File: config.mk
export PLATFORM = sky130hd
export DESIGN_NAME = sand_gravity_stepper
export DESIGN_NICKNAME = d
export VERILOG_FILES = /design/src/rtl/sand_pkg.sv /design/src/rtl/sand_cell_rule.sv /design/src/rtl/sand_gravity_stepper.sv
export SDC_FILE = /design/constraint.sdc
export NUM_CORES = 1
export LEC_CHECK = 0
export CAP_MARGIN = 20
export CORE_ASPECT_RATIO = 1.25
export CORE_MARGIN = 4
export CORE_UTILIZATION = 40
export DETAILED_ROUTE_END_ITERATION = 12
export HOLD_SLACK_MARGIN = 0.06
export SLEW_MARGIN = 20
export SYNTH_ARGS = -nofsm -noshare
export SYNTH_HDL_FRONTEND = slang
export SYNTH_SLANG_ARGS = --single-unit
File: constraint.sdc
create_clock -name clk_i -period 2.6 [get_ports clk_i]
set_input_delay 0.26 -clock clk_i [delete_from_list [all_inputs] [get_ports clk_i]]
set_output_delay 0.26 -clock clk_i [all_outputs]
set_load 0.02 [all_outputs]
File: src/rtl/sand_pkg.sv
// sand_pkg: shared state encoding and cell values for the falling-sand stepper
package sand_pkg;
  typedef enum logic [2:0] {IDLE, FETCH_A, FETCH_C, FETCH_B, WRITE, DONE} state_t;
  localparam logic CELL_EMPTY = 1'b0;
  localparam logic CELL_SAND  = 1'b1;
endpackage

File: src/rtl/sand_cell_rule.sv
// sand_cell_rule: vertical gravity rule from the cells above (a), current (c) and below (b)
module sand_cell_rule (
  input  logic a,
  input  logic c,
  input  logic b,
  output logic nxt
);
  // A grain stays when supported, an empty cell takes the grain above it
  assign nxt = c ? b : a;
endmodule

File: src/rtl/sand_gravity_stepper.sv
// sand_gravity_stepper: sweeps VRAM once, writing the next gravity generation into RAM
module sand_gravity_stepper
  import sand_pkg::*;
#(
  parameter int ACTIVE_COLUMNS = 640,
  parameter int ACTIVE_ROWS    = 480,
  parameter int ADDR_WIDTH     = $clog2(ACTIVE_COLUMNS*ACTIVE_ROWS),
  parameter int DATA_WIDTH     = 1
) (
  input  logic                  clk_i,
  input  logic                  reset_i,
  input  logic                  ready_i,
  input  logic [DATA_WIDTH-1:0] pixel_state_i,
  output logic [ADDR_WIDTH-1:0] rd_address_o,
  output logic [ADDR_WIDTH-1:0] wr_address_o,
  output logic [DATA_WIDTH-1:0] wr_data_o,
  output logic                  wr_en_o,
  output logic                  busy_o,
  output logic                  done_o
);
  localparam int XW = $clog2(ACTIVE_COLUMNS);
  localparam int YW = $clog2(ACTIVE_ROWS);
  localparam logic [XW-1:0] X_LAST = XW'(ACTIVE_COLUMNS-1);
  localparam logic [YW-1:0] Y_LAST = YW'(ACTIVE_ROWS-1);
  localparam logic [ADDR_WIDTH-1:0] A_LAST = ADDR_WIDTH'(ACTIVE_COLUMNS*ACTIVE_ROWS-1);
  localparam logic [ADDR_WIDTH-1:0] COLS = ADDR_WIDTH'(ACTIVE_COLUMNS);
  state_t state;
  logic [XW-1:0] x;
  logic [YW-1:0] y;
  logic [ADDR_WIDTH-1:0] addr;
  logic a, c, b, nxt;
  logic top_row, bottom_row, last;
  assign top_row    = y == '0;
  assign bottom_row = y == Y_LAST;
  assign last       = addr == A_LAST;
  // The floor acts as permanent support for the bottom row
  assign b = bottom_row ? CELL_SAND : pixel_state_i[0];
  sand_cell_rule u_rule (.a(a), .c(c), .b(b), .nxt(nxt));
  // Sequencer: three synchronous reads then one write per cell, row-major
  always_ff @(posedge clk_i or posedge reset_i) begin
    if (reset_i) begin
      state <= IDLE;
      x     <= '0;
      y     <= '0;
      addr  <= '0;
      a     <= CELL_EMPTY;
      c     <= CELL_EMPTY;
    end else begin
      case (state)
        IDLE: if (ready_i) begin
          state <= FETCH_A;
          x     <= '0;
          y     <= '0;
          addr  <= '0;
        end
        FETCH_A: state <= FETCH_C;
        FETCH_C: begin
          a     <= top_row ? CELL_EMPTY : pixel_state_i[0];
          state <= FETCH_B;
        end
        FETCH_B: begin
          c     <= pixel_state_i[0];
          state <= WRITE;
        end
        WRITE: begin
          state <= last ? DONE : FETCH_A;
          addr  <= last ? '0 : addr + 1'b1;
          x     <= (x == X_LAST) ? '0 : x + 1'b1;
          y     <= (x == X_LAST) ? (last ? '0 : y + 1'b1) : y;
        end
        DONE:    state <= IDLE;
        default: state <= IDLE;
      endcase
    end
  end
  // Edge rows clamp their neighbour reads to the cell itself so addresses stay in range
  always_comb begin
    rd_address_o = state == FETCH_A ? (top_row ? addr : addr - COLS) :
                   state == FETCH_C ? addr :
                   state == FETCH_B ? (bottom_row ? addr : addr + COLS) : '0;
    wr_en_o      = state == WRITE;
    wr_address_o = state == WRITE ? addr : '0;
    wr_data_o    = state == WRITE ? DATA_WIDTH'(nxt) : '0;
    busy_o       = state != IDLE;
    done_o       = state == DONE;
  end
endmodule

==> impl_metrics.yaml <==
status:
  status: "finished, final reports clean"
global_route:
  grt_pass1_wl_um: 16400
  met3_usage: 0.0354
  grt_overflow_total: 0
  busiest_layer: "met2"
  gr-usage-met2: 0.367
  grt_antenna_before_repair: 0
  use_met1: 0.275
  grt_start_max_net_pins: 44
  grt_pass1_vias: 3229
  grt_usage: 0.220
yosys:
  postSynthCellCount: 405
  ys_types: 56
  synth_seq_cells: 43
  syn-mean-instance-area_um2: 7.76
  synth_edf_count: 0
  synth_warnings: 0
  async_flop_share: 1.00
  synth_nets: 415
  synth_top_flop_cell: "dfrtp_1"
  ys_seq_area_frac: 0.342
  synth.cell_area_um2: 3140
route:
  antenna_left: 0
  vias: 3390
  wl_per_cell_um: 17.7
  firstDrtPassIters: 4
  drt_iter0_drc: 155
  routed_wl_um: 10100
  drc: 0
  via_per_inst: 5.97
setup_path:
  reg2reg_from: "state[0]"
  max_stage_delay_ns: 0.39
  critPathKind: "flip-flop to output pin"
  crit_required_ns: 2.34
  crit_start: "y[0]"
  reg2reg_slack_ns: 0.39
  cp-endpoint: "rd_address_o[16]"
  cp_max_fo: 4
  critPathSlowestCell: "dfrtp_1"
  cp-end-kind: "output pin"
  r2r-end: "y[5]"
  reg2regPathDepth: 6
  cp_data_arrival_time_ns: 2.24
  cp_cell_sequence: "ha_1 > nand4_1 > buf_6 > o211ai_1 > buf_4 > nor2_1 > a311oi_1 > a21oi_1 > clkbuf_2"
  crit_path_start_kind: "flip-flop"
layout:
  finalCoreUtilization: 0.540
  final_cell_mix: "nand2_1 (46), buf_4 (46), dfrtp_1 (43)"
  fillCellCount: 719
  antenna_cells: 0
  final_cells: 568
  layout.nets: 486
  layout-drive-gt1-share: 0.168
  synthToLayoutAreaGrowth_pct: 29.4
clock_network:
  clockBufferDepth: 2
  cts_sinks: 43
  path_clk_slew_ns: 0.08
  htreeDepth: 2
  cts_root_buf: "clkbuf_8"
  cts_tree: "built"
  cts_hold_repair.buffers: 0
  clk_latency_ns: 0.29
  cts_buffers: 5
timing:
  hold_viol_final: 0
  skew_ns: 0.00772
  worstMarginPinSlew_ns: 0.900
  finalSetupViolCount: 0
  slew_headroom: 0.400
  min_period_ns: 2.50
  fmax_mhz: 401
  fin_crit_sh: 0.960
  maxSlewViolCount: 0
  fin_hold_ws_ns: 0.409
floorplan:
  dieArea_um2: 9350
  dieWidth_um: 87.3
  start_util: 0.417
  rows: 35
  die_h_um: 107
  core_um2: 7530
  top_level_ports: 46
place:
  port_buffers: 45
  dp_hpwl_um: 7560
  place.gp.congestion: 0.943
  place_inst: 556
pwr:
  p_total_uw: 2750
  peakVddDrop_mv: 0.408
  power_leakage_uw: 0.00171
  power-per-cell-area_nw_per_um2: 676
run:
  cap_violations: 0
hold_path:
  min_path_type: "input pin to asynchronous set/reset pin"
-- worst max-delay path: cells and delay by family (launching register included) --
kind / cells / cell delay (ns)
compound gates: 3 / 0.59
buf+inv: 3 / 0.54
flops: 1 / 0.39
simple gates: 2 / 0.25
fa+ha+maj: 1 / 0.18
-- worst min path at each step --
stage	start	end	slack [ns]	depth (start not counted)
detailed placement	x[9]	x[9]	0.49	1
finish	reset_i	addr[8]	0.41	3
global placement	x[9]	x[9]	0.48	1
global route	reset_i	x[0]	0.46	3
CTS	reset_i	x[2]	0.43	3
floorplan	pixel_state_i	a	0.39	2
-- cell families after synthesis --
logic type,Yosys count,synth area share
multiplexers,2,0.00717
XOR/XNOR,7,0.0195
adder cells (fa/ha/maj),6,0.0239
AND/OR/NAND/NOR,175,0.298
buffers and inverters,43,0.0533
AO/OA/AOI/OAI,129,0.256
flip-flops,43,0.342
-- Yosys cell counts (all sizes together), types with 2 or more instances --
cell    number  area [µm²]
dfrtp       43        1080
and2         9        56.3
xor2         4        35.0
a31oi        9        56.3
a211oi       4        30.0
nor4         6        52.6
nor4b        2        32.5
nand2b       2        12.5
a21o         3        22.5
nand3       22         110
nand4b       3        26.3
nor2        28         105
nor3b        2        15.0
a21oi       30         150
o21a         3        22.5
inv         14        52.6
a22o         4        35.0
o21ai       45         225
o22ai        2        12.5
nor4bb       2        20.0
or3b         2        17.5
a221oi       2        17.5
and3        20         125
nand2       46         173
a311oi       2        17.5
buf          5        25.0
o31ai        7        52.6
clkbuf      23        86.3
nand3b       2        15.0
nor2b        3        18.8
o32a         3        30.0
nor3         9        45.0
nand4        6        37.5
o211ai       3        22.5
or3          7        43.8
o311ai       3        26.3
mux2         2        22.5
xnor2        3        26.3
ha           6        75.1
or2          2        12.5
-- power breakdown --
part / switching (µW) / internal (µW) / leakage, µW / total, µW
logic: 900 / 570 / 0.00108 / 1470
registers: 90.4 / 758 / 0.000591 / 848
clock network: 222 / 209 / 0.0000470 / 431
-- per-layer routing --
layer,up-vias,wire length (µm)
met3,22,430
met1,1622,4320
met5,-,0
met2,112,5000
li1,1634,-
met4,0,329
-- through the flow --
| step | worst slack (ns) | cell area [µm²] | setup TNS (ns) |
|---|---|---|---|
| detailed placement | -0.0156 | 3910 | -0.0156 |
| floorplan | 0.336 | 3140 | 0 |
| finish | 0.104 | 4070 | 0 |
| CTS | -0.00168 | 4020 | -0.00191 |
| global placement | 0.0212 | 3910 | 0 |
| global route | -0.0288 | 4070 | -0.0496 |
-- state kept, by name, indices dropped and copies added (netlist names) --
signal,cells
a,1
addr,19
c,1
state,3
x,10
y,9
-- layout make-up --
cell class                      count  area, µm²  share of cell area
Sequential cell                    43       1080               0.265
Inverter                           15       56.3              0.0138
Multi-Input combinational cell    319       1960               0.481
Clock buffer                        6       82.6              0.0203
Clock inverter                      1       5.00             0.00123
Timing Repair Buffer               92        776               0.191
Tap cell                           92        115              0.0283
-- what timing repair did --
action,in CTS,in global routing
pin swaps,2,2
buffers inserted,2,3
endpoints found under the setup margin,14,12
resized for setup,22,23
No activity file was read; power rests on OpenSTA's default activity.
